### config.mk
export PLATFORM = sky130hd
export DESIGN_NAME = dmem_arbiter
export DESIGN_NICKNAME = d
export VERILOG_FILES = /design/src/rtl/dmem_arbiter.sv
export SDC_FILE = /design/constraint.sdc
export NUM_CORES = 1
export LEC_CHECK = 0
export ABC_CLOCK_PERIOD_IN_PS = 2600
export CAP_MARGIN = 20
export CORE_UTILIZATION = 40
export CTS_BUF_LIST = sky130_fd_sc_hd__clkbuf_4 sky130_fd_sc_hd__clkbuf_8 sky130_fd_sc_hd__clkbuf_16
export CTS_CLUSTER_DIAMETER = 40
export DETAILED_ROUTE_END_ITERATION = 7
export DONT_BUFFER_PORTS = 1
export HOLD_SLACK_MARGIN = 0.08
export PLACE_DENSITY = 0.64
export REMOVE_ABC_BUFFERS = 1
export SLEW_MARGIN = 20
export SYNTH_ARGS = -nofsm -noshare
export SYNTH_HDL_FRONTEND = slang
export SYNTH_SLANG_ARGS = --single-unit
### constraint.sdc
create_clock -name clk -period 2.6 [get_ports clk]
set_input_delay 0 -clock clk [delete_from_list [all_inputs] [get_ports clk]]
set_output_delay 0 -clock clk [all_outputs]
set_load 0.02 [all_outputs]
### src/rtl/dmem_arbiter.sv
// dmem_arbiter: shares one byte-addressable data memory between the CPU
// load/store port (m0) and the UART loader/debug port (m1). Round-robin
// arbitration with a bounded lock, two-cycle read-modify-write for partial
// stores, and error responses for misaligned or out-of-range addresses.
module dmem_arbiter #(
    parameter int DEPTH_BYTES = 64,
    parameter int LOCK_MAX    = 16
) (
    input  logic        clk,
    input  logic        reset,

    input  logic        m0_req,
    input  logic        m0_we,
    input  logic [31:0] m0_addr,
    input  logic [31:0] m0_wdata,
    input  logic [3:0]  m0_be,
    input  logic        m0_lock,
    output logic        m0_gnt,
    output logic        m0_err,
    output logic        m0_rvalid,
    output logic [31:0] m0_rdata,

    input  logic        m1_req,
    input  logic        m1_we,
    input  logic [31:0] m1_addr,
    input  logic [31:0] m1_wdata,
    input  logic [3:0]  m1_be,
    input  logic        m1_lock,
    output logic        m1_gnt,
    output logic        m1_err,
    output logic        m1_rvalid,
    output logic [31:0] m1_rdata,

    output logic [31:0] mem_addr,
    output logic [31:0] mem_wdata,
    output logic        mem_read,
    output logic        mem_write,
    input  logic [31:0] mem_rdata
);

    localparam int               CNT_W    = $clog2(LOCK_MAX) + 1;
    localparam logic [CNT_W-1:0] CNT_MAX  = CNT_W'(LOCK_MAX);
    localparam logic [CNT_W-1:0] CNT_ONE  = CNT_W'(1);
    localparam logic [31:0]      MAX_ADDR = 32'(DEPTH_BYTES - 4);

    typedef enum logic {
        IDLE   = 1'b0,
        RMW_WR = 1'b1
    } state_t;

    state_t           state;
    state_t           state_next;

    logic             last;
    logic             owner;
    logic             owned;
    logic [CNT_W-1:0] lock_cnt;
    logic [31:0]      merge;
    logic             rmw_id;

    logic             owner_req;
    logic             lock_active;
    logic             sel_valid;
    logic             sel_id;
    logic             cur_id;
    logic             s_we;
    logic             s_lock;
    logic [31:0]      s_addr;
    logic [31:0]      s_wdata;
    logic [3:0]       s_be;
    logic             s_err;
    logic             s_partial;
    logic [31:0]      merge_next;
    logic             gnt_int;
    logic             err_int;
    logic             rd_grant;

    // Pick the master to serve in IDLE: a live lock owner first, then round-robin.
    always_comb begin
        owner_req   = owner ? m1_req : m0_req;
        lock_active = owned && owner_req && (lock_cnt < CNT_MAX);
        sel_valid   = 1'b0;
        sel_id      = 1'b0;
        if (lock_active) begin
            sel_valid = 1'b1;
            sel_id    = owner;
        end else if (m0_req && m1_req) begin
            sel_valid = 1'b1;
            sel_id    = ~last;
        end else if (m0_req) begin
            sel_valid = 1'b1;
            sel_id    = 1'b0;
        end else if (m1_req) begin
            sel_valid = 1'b1;
            sel_id    = 1'b1;
        end
    end

    // Route the current master's request fields and classify the access; the RMW master's inputs stay stable until its grant.
    always_comb begin
        cur_id    = (state == RMW_WR) ? rmw_id : sel_id;
        s_we      = cur_id ? m1_we    : m0_we;
        s_lock    = cur_id ? m1_lock  : m0_lock;
        s_addr    = cur_id ? m1_addr  : m0_addr;
        s_wdata   = cur_id ? m1_wdata : m0_wdata;
        s_be      = cur_id ? m1_be    : m0_be;
        s_err     = (s_addr[1:0] != 2'b00) || (s_addr > MAX_ADDR);
        s_partial = s_we && !s_err && (s_be != 4'hF) && (s_be != 4'h0);
        for (int k = 0; k < 4; k++) begin
            merge_next[8*k +: 8] = s_be[k] ? s_wdata[8*k +: 8] : mem_rdata[8*k +: 8];
        end
    end

    // State register.
    always_ff @(posedge clk) begin
        if (reset) begin
            state <= IDLE;
        end else begin
            state <= state_next;
        end
    end

    // Next state: a partial store detours through RMW_WR for its write half.
    always_comb begin
        state_next = state;
        case (state)
            IDLE:    if (sel_valid && s_partial) state_next = RMW_WR;
            RMW_WR:  state_next = IDLE;
            default: state_next = IDLE;
        endcase
    end

    // Memory strobes and grant/error responses, all held low during reset.
    always_comb begin
        gnt_int   = 1'b0;
        err_int   = 1'b0;
        rd_grant  = 1'b0;
        mem_read  = 1'b0;
        mem_write = 1'b0;
        mem_addr  = 32'h0;
        mem_wdata = 32'h0;
        if (!reset) begin
            case (state)
                IDLE: begin
                    if (sel_valid) begin
                        if (s_err) begin
                            gnt_int = 1'b1;
                            err_int = 1'b1;
                        end else if (!s_we) begin
                            mem_addr = s_addr;
                            mem_read = 1'b1;
                            gnt_int  = 1'b1;
                            rd_grant = 1'b1;
                        end else if (s_be == 4'hF) begin
                            mem_addr  = s_addr;
                            mem_write = 1'b1;
                            mem_wdata = s_wdata;
                            gnt_int   = 1'b1;
                        end else if (s_be == 4'h0) begin
                            gnt_int = 1'b1;
                        end else begin
                            mem_addr = s_addr;
                            mem_read = 1'b1;
                        end
                    end
                end
                RMW_WR: begin
                    mem_addr  = s_addr;
                    mem_write = 1'b1;
                    mem_wdata = merge;
                    gnt_int   = 1'b1;
                end
                default: ;
            endcase
        end
        m0_gnt = gnt_int && !cur_id;
        m1_gnt = gnt_int &&  cur_id;
        m0_err = err_int && !cur_id;
        m1_err = err_int &&  cur_id;
    end

    // Fairness/lock bookkeeping, RMW merge capture and registered read returns.
    always_ff @(posedge clk) begin
        if (reset) begin
            last      <= 1'b1;
            owner     <= 1'b0;
            owned     <= 1'b0;
            lock_cnt  <= '0;
            merge     <= 32'h0;
            rmw_id    <= 1'b0;
            m0_rvalid <= 1'b0;
            m1_rvalid <= 1'b0;
            m0_rdata  <= 32'h0;
            m1_rdata  <= 32'h0;
        end else begin
            m0_rvalid <= rd_grant && !cur_id;
            m1_rvalid <= rd_grant &&  cur_id;
            if (rd_grant && !cur_id) m0_rdata <= mem_rdata;
            if (rd_grant &&  cur_id) m1_rdata <= mem_rdata;
            if (state == IDLE && sel_valid && s_partial) begin
                merge  <= merge_next;
                rmw_id <= sel_id;
            end
            if (state == IDLE && owned && !owner_req) begin
                owned    <= 1'b0;
                lock_cnt <= '0;
            end
            if (gnt_int) begin
                last <= cur_id;
                if (s_lock) begin
                    owned <= 1'b1;
                    owner <= cur_id;
                    if (owned && (owner == cur_id) && (lock_cnt < CNT_MAX)) begin
                        lock_cnt <= lock_cnt + CNT_ONE;
                    end else begin
                        lock_cnt <= CNT_ONE;
                    end
                end else begin
                    owned    <= 1'b0;
                    lock_cnt <= '0;
                end
            end
        end
    end

endmodule

## Yosys cells after proc, flatten, opt, wreduce, memory -nomap -nowiden

Index checks and enable logic that the tools add are counted.

- Add/sub/neg operators: 1
- $lt $le $gt $ge: 2
- Equal/unequal tests: 3
- Mux-type cells: 69
- Bitwise operators: 2
- Reductions and logical operators: 28

Operators with widths:

| cell | count |
|---|---|
| 2-to-1 mux 32 bit | 13 |
| one-hot mux 32 bit (2 select lines) | 2 |
| 2-to-1 mux 1 bit | 42 |
| greater-than comparator 32 x 6 -> 1 bit (second input constant) | 1 |
| 2-to-1 mux 8 bit | 4 |
| 2-to-1 mux 5 bit | 4 |
| logical AND 1 bit | 19 |
| one-hot mux 1 bit (2 select lines) | 3 |
| adder 5 x 1 -> 5 bit (second input constant) | 1 |
| < comparator 5 bit (second input constant) | 1 |
| == test 4 bit (second input constant) | 1 |
| zero test 4 bit | 1 |
| 2-to-1 mux 4 bit | 1 |
| inequality test 4 bit (second input constant) | 1 |
| nonzero test 2 bit | 2 |
| nonzero test 4 bit | 1 |
| zero test 1 bit | 3 |
| inverter 1 bit | 2 |
| AND reduction 2 bit | 1 |
| == test 1 bit | 1 |
| logical OR 1 bit | 1 |

- Flip-flop bits (word level): 108
- Input port bits: 176
- Output and inout port bits: 136
- Logic and storage cells: 116

## Longest topological paths before layout

- Depth after elaboration: 15
- Depth in mapped cells: 10

## Worst setup path after synthesis

Ideal clock, no wire load.

- Path type: reg2out
- Start: register lock_cnt[4]
- End: output mem_addr[10]
- Arrival: 2.159 ns
- Slack: 0.441 ns
- Stages on the path, launching flop included: 8
- Cells stage by stage: dfxtp_1 > and2b_4 > o2111a_2 > nor4_4 > o2111ai_1 > a21o_1 > clkbuf_1 > a21oi_1

- Word-level cells in the longest chain between the ends: 13

RTL lines:

| what | line | RTL |
|---|---|---|
| start, declared | 57 | `logic [CNT_W-1:0] lock_cnt;` |
| start signal, assigned | 214 | `lock_cnt <= lock_cnt + CNT_ONE;` |
| < comparator 5 bit (*) | 81 | `lock_active = owned && owner_req && (lock_cnt < CNT_MAX);` |
| logical AND 1 bit (*) | 81 |  |
| parallel branches: the longest is 9 deep, another holds greater-than comparator 32 x 6 -> 1 bit | - |  |
| one-hot mux 32 bit (2 select lines) (*) | 143 | `case (state)` |
| 2-to-1 mux 32 bit (*) | 142 | `if (!reset) begin` |
| end, declared | 34 | `output logic [31:0] mem_addr,` |

Mark *: on every way between the ends.

## Final worst setup path

- Start: register lock_cnt[4]
- End: output mem_wdata[10]

- Word-level cells in the longest chain between the ends: 12

RTL lines:

| what | line | RTL |
|---|---|---|
| < comparator 5 bit (*) | 81 |  |
| logical AND 1 bit (*) | 81 |  |
| parallel branches: the longest is 7 deep, another holds greater-than comparator 32 x 6 -> 1 bit | - |  |
| 2-to-1 mux 32 bit (*) | 145 | `if (sel_valid) begin` |
| one-hot mux 32 bit (2 select lines) (*) | 143 |  |
| 2-to-1 mux 32 bit (*) | 142 |  |
| end, declared | 35 | `output logic [31:0] mem_wdata,` |

Marked as above.

==> reports/qor.yml <==
run_status:
  status: "complete, but fails checks"
  violations: "design-rule violations"
placed_design:
  dp_hpwl_microns: 15300
  gp_congestion: 0.886
  place_ws_ns: 0.0360
  port_buffers: 0
synth:
  seq_area_frac_synth: 0.358
  syn_area_sq_mm: 0.00603
  synthFlopType: "dfxtp_1"
  yosysTopAreaCellShare: 0.358
  yosysMostFrequentCell: "dfxtp_1"
  synth_seq_cells: 108
  syn-instance-count: 757
  yosysTopAreaCell: "dfxtp_1"
  synth_edf_count: 0
  ys_types: 51
  syn_avg_cell_area_sq_um: 7.97
  synth_common_cells: "108 x dfxtp_1, 107 x nand2_1, 104 x nor2_1"
  ys_warn_count: 0
  async_flop_share: 0
  synth_area_leaders: "dfxtp_1 36%, mux2i_1 16%, nand2_1 6.7%, nor2_1 6.5%, a21oi_1 6.3%"
floorplan:
  core-area_sq_mm: 0.0146
  die_w_microns: 125
  dieArea_sq_mm: 0.0156
  num_rows: 44
  ioPinCount: 312
  initial_core_util: 0.412
  die_y_microns: 125
grt:
  grt_pass1_wl_microns: 35300
  grt_overflow: 0
  grt_pass1_vias: 6468
  antenna_found_initial: 0
  grt_start_max_net_pins: 107
  track_usage: 0.288
critical_path:
  cp_max_fo: 9
  crit_top_cell: "buf_4"
  r2r_setup_slack_ns: 0.10
  cp_data_required_time_ns: 2.60
  cp-endpoint: "mem_wdata[10]"
  critical_path_class: "reg2out"
  reg2reg_depth: 8
  crit_path_end_kind: "primary output"
  rr_endpoint: "merge[17]"
  cp.arrival_ns: 2.52
  crit_slowest_cell: "o2111a_2"
  crit_chain: "and2b_4, o2111a_2, nor4_4, buf_6, buf_4, o221ai_4, buf_12, a2bb2oi_1, nor2_1, buf_4"
  slowest_delay_ns: 0.35
  rr_startpoint: "lock_cnt[4]"
  worstSetupStartpointType: "flop"
  startpoint: "lock_cnt[4]"
clock_network:
  clock_latency_ns: 0.35
  root_buffer: "clkbuf_16"
  clock_path_buffers: 2
  cts.sinks: 108
  cts_max_level: 3
  clk_pin_slew_worst_paths_ns: 0.08
  cts_inserted_buffers: 9
  cts_tree: "built"
route:
  drc_errors: 46
  ant_nets: 0
  drt-pass1-iter-count: 8
  routed_wl_microns: 23200
  drt_iter0_drc: 510
  routed_via_density: 6.18
  post_drt_wl_per_cell_microns: 22.1
  vias: 6463
power_and_ir_drop:
  power.leakage_nw: 3.58
  powerDensity_mw_per_mm2: 461
  vdd_drop_max_uv: 318
timing:
  setup_viol: 0
  finalWorstSetupSlack_ns: 0.0817
  skew_ns: 0.00628
  max_freq_ghz: 0.397
  hold_viol: 0
  tightest_slew_ns: 0.594
  period_minus_slack_ns: 2.52
  period_share: 0.969
  report.final.slew_viol_count: 0
  holdWs_ns: 0.0807
  slew_headroom: 0.603
cells_and_area:
  fillerInstances: 1306
  nNetsFinal: 1034
  area_delta_synth_final_pct: 31.2
  diodes: 0
  drive_gt1_frac: 0.193
hold_path:
  hold_path_class: "in2reg"
flow_run:
  cap_violations: 0
## stage by stage
stage | instance area (sq um) | util | power [mW] | std cells | setup TNS (ns)
floorplan | 5770 | - | 1.97 | 693 | -360.77
global placement | 6750 | 0.461 | 2.05 | 969 | 0
detailed placement | 6750 | 0.461 | 2.07 | 969 | 0
CTS | 7790 | 0.532 | 3.64 | 1044 | 0
global route | 7920 | 0.541 | 3.78 | 1046 | -0.0121
finish | 7920 | 0.541 | 3.65 | 1046 | 0
## power breakdown
| part | switching [mW] | internal [mW] |
|---|---|---|
| Combinational | 0.309 | 0.215 |
| Sequential | 0.00558 | 1.66 |
| Clock | 0.691 | 0.772 |
## repair_timing
item | in CTS | in global routing
resized for setup | 24 | 24
endpoints found under the hold margin | 106 | 0
pin swaps | 4 | 3
hold buffers | 50 | 0
setup buffers | 8 | 1
setup endpoints to repair | 64 | 68
gates cloned | 1 | 1
## metal layers
metal  part of all wire  wire length, microns  GRT usage  vias to the layer above
met5                  0                     0          0                        -
met4              0.044                  1020      0.138                        0
met3              0.094                  2170     0.0790                       76
met2               0.49                 11400      0.514                      394
met1               0.37                  8530      0.316                     3082
li1                   -                     -          -                     2911
## layout make-up
type,count,area [sq um],share of cell area
multi-input cells,580,3810,0.481
clock inverters,7,91.3,0.0115
well taps,184,230,0.0291
inverters,6,22.5,0.00284
clock buffers,9,225,0.0284
repair buffers,152,1370,0.174
flip-flops and latches,108,2170,0.274
## cell families after synthesis
family | Yosys count | share of synthesized area
AND/OR/NAND/NOR | 308 | 0.228
AO/OA/AOI/OAI | 172 | 0.201
flip-flops | 108 | 0.358
multiplexers | 98 | 0.163
buffers and inverters | 70 | 0.0481
adder cells (fa/ha/maj) | 1 | 0.00207
## registers in the layout (all words and copies together), names as in the netlist
register and flops:
m1_rvalid 1, state 1, last 1, m0_rdata 32, m1_rdata 32, merge 32
m0_rvalid 1, owned 1, rmw_id 1, owner 1, lock_cnt 5
## cells in the final DEF (no fill, tap or decap), drive strengths merged, types with 10 or more instances in the layout
cell and count:
a211o 32, nor2 105, buf 102, a2bb2oi 32, dfxtp 108, a21oi 76, clkbuf 10, nor4 16
nand2 107, nor3 40, dlygate4sd3 49, mux2i 97
## worst max-delay path, delay by kind of cell, from the launching register on
kind | cells | cell delay (ns)
buf+inv | 4 | 0.60
simple gates | 3 | 0.41
flops | 1 | 0.34
compound gates | 3 | 0.81
## how the worst min path moves through the flow
stage	cells past startpoint	slack, ns	end	startpoint
after floorplan	1	0.07	lock_cnt[1]	reset
after global placement	1	0.09	m0_rdata[4]	reset
after detailed placement	1	0.09	m1_rdata[4]	reset
after CTS	3	0.08	merge[24]	m1_wdata[24]
after global routing	3	0.09	merge[22]	m1_wdata[22]
final	3	0.08	merge[13]	m1_wdata[13]
Power figures use the tool's default switching activity.
